### src/rtl/mem_port_arbiter_if.sv
// Handshake bundle between the three memory requesters, the arbiter and the memory macro.
interface mem_port_arbiter_if #(
    parameter int unsigned ADDR_W = 16,
    parameter int unsigned DATA_W = 32
) ();
    logic              f_req;
    logic [ADDR_W-1:0] f_addr;
    logic              f_ack;
    logic              d_req;
    logic              d_we;
    logic [ADDR_W-1:0] d_addr;
    logic [DATA_W-1:0] d_wdata;
    logic              d_ack;
    logic              g_req;
    logic              g_we;
    logic [ADDR_W-1:0] g_addr;
    logic [DATA_W-1:0] g_wdata;
    logic              g_ack;
    logic [DATA_W-1:0] rdata;
    logic [1:0]        owner;
    logic              busy;
    logic              mem_en;
    logic              mem_we;
    logic [ADDR_W-1:0] mem_addr;
    logic [DATA_W-1:0] mem_wdata;
    logic [DATA_W-1:0] mem_rdata;

    modport master (
        output f_req, f_addr, d_req, d_we, d_addr, d_wdata, g_req, g_we, g_addr, g_wdata,
        input  f_ack, d_ack, g_ack, rdata, owner, busy
    );

    modport slave (
        input  f_req, f_addr, d_req, d_we, d_addr, d_wdata, g_req, g_we, g_addr, g_wdata,
        input  mem_rdata,
        output f_ack, d_ack, g_ack, rdata, owner, busy,
        output mem_en, mem_we, mem_addr, mem_wdata
    );

    modport memory (
        input  mem_en, mem_we, mem_addr, mem_wdata,
        output mem_rdata
    );
endinterface

### src/rtl/mem_port_arbiter.sv
// Arbitrates the single-port memory between fetch (F), data (D) and debug (G) requesters
// with a req/ack handshake, multi-cycle read latency and fetch starvation promotion.
module mem_port_arbiter #(
    parameter int unsigned ADDR_W       = 16,
    parameter int unsigned DATA_W       = 32,
    parameter int unsigned READ_LAT     = 2,
    parameter int unsigned STARVE_LIMIT = 4
) (
    input logic              clk,
    input logic              reset,
    mem_port_arbiter_if.slave bus
);
    localparam int unsigned CNT_W = $clog2(READ_LAT + 1);
    localparam int unsigned STV_W = (STARVE_LIMIT < 1) ? 1 : $clog2(STARVE_LIMIT + 1);

    localparam logic [1:0] IDLE   = 2'd0;
    localparam logic [1:0] ACCESS = 2'd1;
    localparam logic [1:0] DONE   = 2'd2;

    localparam logic [1:0] OWN_NONE = 2'd0;
    localparam logic [1:0] OWN_F    = 2'd1;
    localparam logic [1:0] OWN_D    = 2'd2;
    localparam logic [1:0] OWN_G    = 2'd3;

    logic [1:0]        state_q, state_d;
    logic [1:0]        owner_q, owner_d;
    logic [CNT_W-1:0]  cnt_q, cnt_d;
    logic [STV_W-1:0]  starve_q, starve_d;
    logic              mem_en_q, mem_en_d;
    logic              mem_we_q, mem_we_d;
    logic [ADDR_W-1:0] addr_q, addr_d;
    logic [DATA_W-1:0] wdata_q, wdata_d;
    logic [DATA_W-1:0] rdata_q, rdata_d;

    logic              f_starved;
    logic [1:0]        win;
    logic              sel_we;
    logic [ADDR_W-1:0] sel_addr;
    logic [DATA_W-1:0] sel_wdata;

    assign f_starved = (starve_q == STV_W'(STARVE_LIMIT));

    // G always first; a starved F jumps ahead of D.
    always_comb begin
        win = OWN_NONE;
        if (bus.g_req) begin
            win = OWN_G;
        end else if (bus.d_req && !(f_starved && bus.f_req)) begin
            win = OWN_D;
        end else if (bus.f_req) begin
            win = OWN_F;
        end
    end

    always_comb begin
        sel_we    = 1'b0;
        sel_addr  = bus.f_addr;
        sel_wdata = '0;
        case (win)
            OWN_D: begin
                sel_we    = bus.d_we;
                sel_addr  = bus.d_addr;
                sel_wdata = bus.d_wdata;
            end
            OWN_G: begin
                sel_we    = bus.g_we;
                sel_addr  = bus.g_addr;
                sel_wdata = bus.g_wdata;
            end
            default: ;
        endcase
    end

    always_comb begin
        state_d  = state_q;
        owner_d  = owner_q;
        cnt_d    = cnt_q;
        starve_d = starve_q;
        mem_en_d = mem_en_q;
        mem_we_d = mem_we_q;
        addr_d   = addr_q;
        wdata_d  = wdata_q;
        rdata_d  = rdata_q;
        case (state_q)
            IDLE: begin
                if (win != OWN_NONE) begin
                    state_d  = ACCESS;
                    owner_d  = win;
                    mem_en_d = 1'b1;
                    mem_we_d = sel_we;
                    addr_d   = sel_addr;
                    wdata_d  = sel_wdata;
                    cnt_d    = sel_we ? CNT_W'(1) : CNT_W'(READ_LAT);
                    if (win == OWN_F) begin
                        starve_d = '0;
                    end else if (bus.f_req && !f_starved) begin
                        starve_d = starve_q + 1'b1;
                    end
                end
            end
            ACCESS: begin
                cnt_d = cnt_q - 1'b1;
                if (cnt_q == CNT_W'(1)) begin
                    state_d  = DONE;
                    mem_en_d = 1'b0;
                    mem_we_d = 1'b0;
                    if (!mem_we_q) begin
                        rdata_d = bus.mem_rdata;
                    end
                end
            end
            DONE: begin
                state_d = IDLE;
                owner_d = OWN_NONE;
            end
            default: begin
                state_d  = IDLE;
                owner_d  = OWN_NONE;
                mem_en_d = 1'b0;
                mem_we_d = 1'b0;
            end
        endcase
    end

    // Async reset kills the strobes immediately, so an in-flight write never lands.
    always_ff @(posedge clk or negedge reset) begin
        if (!reset) begin
            state_q  <= IDLE;
            owner_q  <= OWN_NONE;
            cnt_q    <= '0;
            starve_q <= '0;
            mem_en_q <= 1'b0;
            mem_we_q <= 1'b0;
            addr_q   <= '0;
            wdata_q  <= '0;
            rdata_q  <= '0;
        end else begin
            state_q  <= state_d;
            owner_q  <= owner_d;
            cnt_q    <= cnt_d;
            starve_q <= starve_d;
            mem_en_q <= mem_en_d;
            mem_we_q <= mem_we_d;
            addr_q   <= addr_d;
            wdata_q  <= wdata_d;
            rdata_q  <= rdata_d;
        end
    end

    assign bus.f_ack     = (state_q == DONE) && (owner_q == OWN_F);
    assign bus.d_ack     = (state_q == DONE) && (owner_q == OWN_D);
    assign bus.g_ack     = (state_q == DONE) && (owner_q == OWN_G);
    assign bus.rdata     = rdata_q;
    assign bus.owner     = owner_q;
    assign bus.busy      = (state_q != IDLE);
    assign bus.mem_en    = mem_en_q;
    assign bus.mem_we    = mem_we_q;
    assign bus.mem_addr  = addr_q;
    assign bus.mem_wdata = wdata_q;
endmodule

### src/flat_wrapper.sv
// flat-port wrapper written by rule: the top's interface ports become plain ports
module mem_port_arbiter_flat 
#(
    parameter int unsigned ADDR_W       = 16,
    parameter int unsigned DATA_W       = 32,
    parameter int unsigned READ_LAT     = 2,
    parameter int unsigned STARVE_LIMIT = 4
)
  (clk, reset, bus_f_req, bus_f_addr, bus_d_req, bus_d_we, bus_d_addr, bus_d_wdata, bus_g_req, bus_g_we, bus_g_addr, bus_g_wdata, bus_mem_rdata, bus_f_ack, bus_d_ack, bus_g_ack, bus_rdata, bus_owner, bus_busy, bus_mem_en, bus_mem_we, bus_mem_addr, bus_mem_wdata);
  mem_port_arbiter_if #(.ADDR_W(ADDR_W), .DATA_W(DATA_W)) bus_i ();
  input logic clk;
  input logic reset;
  input wire logic [$bits(bus_i.f_req)-1:0] bus_f_req;
  input wire logic [$bits(bus_i.f_addr)-1:0] bus_f_addr;
  input wire logic [$bits(bus_i.d_req)-1:0] bus_d_req;
  input wire logic [$bits(bus_i.d_we)-1:0] bus_d_we;
  input wire logic [$bits(bus_i.d_addr)-1:0] bus_d_addr;
  input wire logic [$bits(bus_i.d_wdata)-1:0] bus_d_wdata;
  input wire logic [$bits(bus_i.g_req)-1:0] bus_g_req;
  input wire logic [$bits(bus_i.g_we)-1:0] bus_g_we;
  input wire logic [$bits(bus_i.g_addr)-1:0] bus_g_addr;
  input wire logic [$bits(bus_i.g_wdata)-1:0] bus_g_wdata;
  input wire logic [$bits(bus_i.mem_rdata)-1:0] bus_mem_rdata;
  output wire logic [$bits(bus_i.f_ack)-1:0] bus_f_ack;
  output wire logic [$bits(bus_i.d_ack)-1:0] bus_d_ack;
  output wire logic [$bits(bus_i.g_ack)-1:0] bus_g_ack;
  output wire logic [$bits(bus_i.rdata)-1:0] bus_rdata;
  output wire logic [$bits(bus_i.owner)-1:0] bus_owner;
  output wire logic [$bits(bus_i.busy)-1:0] bus_busy;
  output wire logic [$bits(bus_i.mem_en)-1:0] bus_mem_en;
  output wire logic [$bits(bus_i.mem_we)-1:0] bus_mem_we;
  output wire logic [$bits(bus_i.mem_addr)-1:0] bus_mem_addr;
  output wire logic [$bits(bus_i.mem_wdata)-1:0] bus_mem_wdata;
  assign bus_i.f_req = bus_f_req;
  assign bus_i.f_addr = bus_f_addr;
  assign bus_i.d_req = bus_d_req;
  assign bus_i.d_we = bus_d_we;
  assign bus_i.d_addr = bus_d_addr;
  assign bus_i.d_wdata = bus_d_wdata;
  assign bus_i.g_req = bus_g_req;
  assign bus_i.g_we = bus_g_we;
  assign bus_i.g_addr = bus_g_addr;
  assign bus_i.g_wdata = bus_g_wdata;
  assign bus_i.mem_rdata = bus_mem_rdata;
  assign bus_f_ack = bus_i.f_ack;
  assign bus_d_ack = bus_i.d_ack;
  assign bus_g_ack = bus_i.g_ack;
  assign bus_rdata = bus_i.rdata;
  assign bus_owner = bus_i.owner;
  assign bus_busy = bus_i.busy;
  assign bus_mem_en = bus_i.mem_en;
  assign bus_mem_we = bus_i.mem_we;
  assign bus_mem_addr = bus_i.mem_addr;
  assign bus_mem_wdata = bus_i.mem_wdata;
  mem_port_arbiter #(.ADDR_W(ADDR_W), .DATA_W(DATA_W), .READ_LAT(READ_LAT), .STARVE_LIMIT(STARVE_LIMIT)) u_core (.clk(clk), .reset(reset), .bus(bus_i));
endmodule
### config.mk
export PLATFORM = sky130hd
export DESIGN_NAME = mem_port_arbiter_flat
export DESIGN_NICKNAME = d
export VERILOG_FILES = /design/src/rtl/mem_port_arbiter_if.sv /design/src/rtl/mem_port_arbiter.sv /design/src/flat_wrapper.sv
export SDC_FILE = /design/constraint.sdc
export NUM_CORES = 1
export LEC_CHECK = 0
export CAP_MARGIN = 30
export CORE_ASPECT_RATIO = 2
export CORE_MARGIN = 2
export CORE_UTILIZATION = 36
export CTS_CLUSTER_DIAMETER = 150
export DETAILED_ROUTE_END_ITERATION = 8
export PLACE_DENSITY_LB_ADDON = 0.12
export SLEW_MARGIN = 10
export SYNTH_ARGS = -nofsm -noshare
export SYNTH_HDL_FRONTEND = slang
export SYNTH_SLANG_ARGS = --single-unit
### constraint.sdc
create_clock -name clk -period 1.7 [get_ports clk]
set_input_delay 0.17 -clock clk [delete_from_list [all_inputs] [get_ports clk]]
set_output_delay 0.17 -clock clk [all_outputs]
set_load 0.005 [all_outputs]
==> flow_summary.html <==
<table>
<tr><th>Metric</th><th>Value</th></tr>
<tr><th colspan="2">Status</th></tr>
<tr><td>Status</td><td>finished, final reports clean</td></tr>
<tr><th colspan="2">Clocking</th></tr>
<tr><td>Total clock buffers created by CTS</td><td>9</td></tr>
<tr><td>CTS tree</td><td>done</td></tr>
<tr><td>Clock latency at the later pin of the worst-skew pair</td><td>340 ps</td></tr>
<tr><td>Htree depth</td><td>3</td></tr>
<tr><td>Library cell used as clock root buffer</td><td>sky130_fd_sc_hd__clkbuf_16</td></tr>
<tr><td>Clock Tree Buf Depth</td><td>2</td></tr>
<tr><td>Clock transition time at the flip-flop clock pins of the worst setup and hold paths</td><td>70 ps</td></tr>
<tr><td>Clk sinks</td><td>91</td></tr>
<tr><th colspan="2">Synth</th></tr>
<tr><td>Count of warnings emitted by yosys</td><td>0</td></tr>
<tr><td>Post-synthesis instance area</td><td>0.00448 mm2</td></tr>
<tr><td>Dominant combinational cell family by area after synthesis</td><td>simple AND/OR/NAND/NOR gates</td></tr>
<tr><td>Basic-gate share of the synthesized area counting and, or, nand and nor cells</td><td>0.183</td></tr>
<tr><td>Number of instances in the synthesized netlist</td><td>403</td></tr>
<tr><td>Register area share after synthesis</td><td>0.508</td></tr>
<tr><td>Number of enable-type register cells in the synthesized netlist</td><td>0</td></tr>
<tr><td>Net count of the mapped netlist</td><td>557</td></tr>
<tr><td>Mean cell area of the mapped netlist</td><td>11.1 um2</td></tr>
<tr><td>Synth Flop Type</td><td>sky130_fd_sc_hd__dfrtp_1</td></tr>
<tr><td>Area fraction in compound gates after synthesis</td><td>0.153</td></tr>
<tr><td>Fraction of synthesized cell area in xor and xnor cells</td><td>0</td></tr>
<tr><td>Share of flip-flops with an asynchronous set or reset</td><td>1.00</td></tr>
<tr><td>Synthesized-area fraction occupied by adder cells</td><td>0.00837</td></tr>
<tr><td>Number of synthesized register bits</td><td>91</td></tr>
<tr><td>Unique cell type count in the Yosys netlist</td><td>42</td></tr>
<tr><td>Multiplexer area fraction after synthesis</td><td>0.0826</td></tr>
<tr><th colspan="2">Worst setup path</th></tr>
<tr><td>Worst Setup Start Kind</td><td>flop</td></tr>
<tr><td>Required time of the critical path</td><td>1530 ps</td></tr>
<tr><td>Setup slack on the worst flop-to-flop path</td><td>60 ps</td></tr>
<tr><td>Cell-by-cell listing of the critical path</td><td>nor2b_4 -&gt; buf_4 -&gt; and3_1 -&gt; dlygate4sd2_1</td></tr>
<tr><td>Slowest library cell on the worst path</td><td>sky130_fd_sc_hd__dfrtp_2</td></tr>
<tr><td>Class of the most critical setup path</td><td>flop to primary output</td></tr>
<tr><td>Slowest cell delay on critical path</td><td>440 ps</td></tr>
<tr><td>Data arrival, critical path</td><td>1480 ps</td></tr>
<tr><td>Capture instance of the worst register-to-register path</td><td>u_core.bus.rdata[29]</td></tr>
<tr><td>Reg-to-Reg Start</td><td>u_core.state_q[0]</td></tr>
<tr><td>Kind of end point of the critical path</td><td>primary output</td></tr>
<tr><td>Critical Path Fanout Max</td><td>4</td></tr>
<tr><td>Worst r2r path cells</td><td>5</td></tr>
<tr><th colspan="2">GRT</th></tr>
<tr><td>Met3 Track Usage GR</td><td>0.0513</td></tr>
<tr><td>Global router's overall resource usage</td><td>0.218</td></tr>
<tr><td>GR peak layer</td><td>met2</td></tr>
<tr><td>Global Route met1 Usage</td><td>0.234</td></tr>
<tr><td>Antenna violations before repair</td><td>1</td></tr>
<tr><td>Global-route wire length before repair</td><td>23.5 mm</td></tr>
<tr><td>Global route overflow</td><td>0</td></tr>
<tr><td>Number of global-route vias before repair</td><td>4,580</td></tr>
<tr><td>Largest net degree at the start of global routing</td><td>59</td></tr>
<tr><td>Met2 capacity usage during global routing</td><td>0.396</td></tr>
<tr><th colspan="2">Cells and area</th></tr>
<tr><td>Fraction of layout cells with a size suffix above 1</td><td>0.0983</td></tr>
<tr><td>Most common library cell in the layout ignoring fill and taps</td><td>sky130_fd_sc_hd__clkdlybuf4s50_1</td></tr>
<tr><td>Number of standard cells in the layout, taps in and fillers out</td><td>799</td></tr>
<tr><td>Commonest cells after routing, fill and taps aside</td><td>sky130_fd_sc_hd__clkdlybuf4s50_1, sky130_fd_sc_hd__dfrtp_1, sky130_fd_sc_hd__nand2_1</td></tr>
<tr><td>Area added between synthesis and finish</td><td>66.3%</td></tr>
<tr><td>Nets</td><td>800</td></tr>
<tr><th colspan="2">STA</th></tr>
<tr><td>FMAX</td><td>606 MHz</td></tr>
<tr><td>Final hold violation count</td><td>0</td></tr>
<tr><td>Worst-margin pin slew</td><td>412 ps</td></tr>
<tr><td>Headroom to the max-slew limit</td><td>0.726</td></tr>
<tr><td>Clock period minus worst slack</td><td>1650 ps</td></tr>
<tr><td>Setup repair after global routing missed its margin</td><td>no</td></tr>
<tr><td>Slew Limit Fails</td><td>0</td></tr>
<tr><td>Final setup viols</td><td>0</td></tr>
<tr><td>Tcrit/Tclk final</td><td>0.971</td></tr>
<tr><td>Clock skew after layout</td><td>11.3 ps</td></tr>
<tr><th colspan="2">Die</th></tr>
<tr><td>Ports placed on the boundary</td><td>239</td></tr>
<tr><td>Die Wd</td><td>82.9 um</td></tr>
<tr><td>Initial core utilization</td><td>0.370</td></tr>
<tr><td>Count of standard-cell rows</td><td>57</td></tr>
<tr><td>Floorplan core area</td><td>0.0121 mm2</td></tr>
<tr><td>Die footprint</td><td>0.0134 mm2</td></tr>
<tr><td>Chip Height</td><td>162 um</td></tr>
<tr><th colspan="2">Detailed routing</th></tr>
<tr><td>Violation count after the first detailed-routing iteration</td><td>149</td></tr>
<tr><td>Number of antenna-violating nets in the routed design</td><td>0</td></tr>
<tr><td>Post-detailed-route DRC marker count</td><td>0</td></tr>
<tr><td>Drt total wl</td><td>15.0 mm</td></tr>
<tr><td>Total number of vias</td><td>4,267</td></tr>
<tr><td>Drt first pass iters</td><td>4</td></tr>
<tr><td>Average wire per standard cell</td><td>18.8 um</td></tr>
<tr><td>Number of vias per cell after detailed routing</td><td>5.34</td></tr>
<tr><th colspan="2">Worst hold path</th></tr>
<tr><td>Hold/Removal Path Class</td><td>primary input to async pin</td></tr>
<tr><th colspan="2">Placed design</th></tr>
<tr><td>Half-perimeter wire length after placement</td><td>11.2 mm</td></tr>
<tr><td>Port Buffer Count</td><td>238</td></tr>
<tr><td>Post-placement cell count</td><td>775</td></tr>
<tr><td>Routability congestion estimate from global placement</td><td>0.797</td></tr>
<tr><th colspan="2">Power</th></tr>
<tr><td>Peak supply drop</td><td>0.805 mV</td></tr>
<tr><td>Power density normalized to cell area</td><td>1590 mW/mm2</td></tr>
<tr><td>Post-layout total power</td><td>11.9 mW</td></tr>
<tr><td>Leakage power figure</td><td>3.19 nW</td></tr>
<tr><th colspan="2">Run</th></tr>
<tr><td>MaxCap Viol Count</td><td>0</td></tr>
</table>
critical path: cells and delay by family, from the launching register on:
kind | cells | cell delay (ps)
buffers and inverters | 2 | 390
flip-flops | 1 | 440
AND/OR/NAND/NOR | 2 | 320
logic make-up after synthesis:
logic type | after synthesis
simple gates | 149
flops | 91
compound gates | 82
buf+inv | 45
mux | 33
fa+ha+maj | 3
final cells by class:
type,instances,area [um2]
clock inverter,6,72.6
sequential,91,2280
inverter,6,22.5
timing repair buffer,270,2720
fill,1073,4670
antenna,1,2.50
tap,147,184
clock buffer,10,229
multi-input combinational,268,1950
sequential cells by signal (all words and copies together) (netlist names):
name / flops
u_core.bus.mem_wdata: 32
u_core.bus.mem_addr: 16
u_core.bus.mem_we: 1
u_core.bus.owner: 2
u_core.starve_q: 3
u_core.state_q: 2
u_core.bus.rdata: 32
u_core.cnt_q: 2
u_core.bus.mem_en: 1
routing by layer:
metal  share of wire  vias up
met2            0.53      200
met4           0.032        0
met1            0.37     2059
met5               0        -
li1                -     1976
met3           0.061       32
metrics by stage:
| step | TNS [ps] | util | hold WS, ps | instance area (um2) | setup WS [ps] |
|---|---|---|---|---|---|
| 2_1_floorplan | 0 | - | -126 | 4480 | 43.8 |
| 3_3_place_gp | -271 | 0.581 | 63.6 | 7050 | -12.0 |
| 3_5_place_dp | -1550 | 0.581 | 72.9 | 7050 | -53.1 |
| 4_1_cts | 0 | 0.611 | 245 | 7400 | 13.7 |
| 5_1_grt | 0 | 0.615 | 264 | 7460 | 0.804 |
| 6_report | 0 | 0.615 | 249 | 7460 | 48.9 |
cell usage after synthesis (2+ instances only):
| library cell | instances | area share |
|---|---|---|
| sky130_fd_sc_hd__clkbuf_1 | 14 | 0.012 |
| sky130_fd_sc_hd__o21ai_1 | 5 | 0.0056 |
| sky130_fd_sc_hd__o21ai_0 | 2 | 0.0022 |
| sky130_fd_sc_hd__o32a_1 | 16 | 0.036 |
| sky130_fd_sc_hd__a21oi_1 | 19 | 0.021 |
| sky130_fd_sc_hd__nand2_1 | 39 | 0.033 |
| sky130_fd_sc_hd__a221o_1 | 32 | 0.071 |
| sky130_fd_sc_hd__a211oi_2 | 2 | 0.0056 |
| sky130_fd_sc_hd__buf_2 | 6 | 0.0067 |
| sky130_fd_sc_hd__buf_6 | 11 | 0.028 |
| sky130_fd_sc_hd__mux2_1 | 32 | 0.080 |
| sky130_fd_sc_hd__buf_4 | 5 | 0.0084 |
| sky130_fd_sc_hd__dfrtp_1 | 91 | 0.51 |
| sky130_fd_sc_hd__ha_1 | 3 | 0.0084 |
| sky130_fd_sc_hd__nand2b_1 | 16 | 0.022 |
| sky130_fd_sc_hd__inv_1 | 6 | 0.0050 |
| sky130_fd_sc_hd__nor3_1 | 20 | 0.022 |
| sky130_fd_sc_hd__nand3_1 | 19 | 0.021 |
| sky130_fd_sc_hd__and3_1 | 35 | 0.049 |
| sky130_fd_sc_hd__and2_1 | 3 | 0.0042 |
| sky130_fd_sc_hd__nor2_1 | 5 | 0.0042 |
| sky130_fd_sc_hd__buf_1 | 2 | 0.0017 |
report_power, final:
| group | internal [mW] | switching [mW] | leakage [nW] |
|---|---|---|---|
| clock | 1.16 | 0.892 | 0.137 |
| combinational | 3.67 | 2.25 | 1.96 |
| sequential | 3.25 | 0.652 | 1.09 |
| total | 8.08 | 3.79 | 3.19 |
worst max path at each step:
stage	startpoint	end	cells past startpoint
2_1_floorplan	u_core.starve_q[0]	u_core.bus.mem_wdata[10]	7
3_3_place_gp	bus_f_req	u_core.bus.mem_wdata[6]	5
3_5_place_dp	bus_f_req	u_core.bus.mem_wdata[19]	5
4_1_cts	u_core.starve_q[0]	u_core.bus.mem_addr[2]	6
5_1_grt	u_core.state_q[1]	u_core.bus.mem_wdata[29]	5
6_report	u_core.state_q[1]	bus_g_ack	4
what timing repair did:
item	CTS	global route
gates resized for setup	10	6
hold buffers	1	0
endpoints found under the setup margin	8	55
pin swaps	3	2
hold endpoints to repair	17	0
buffers inserted	4	0
cloned	0	2
Note: power is estimated with default switching activity, not from simulation.
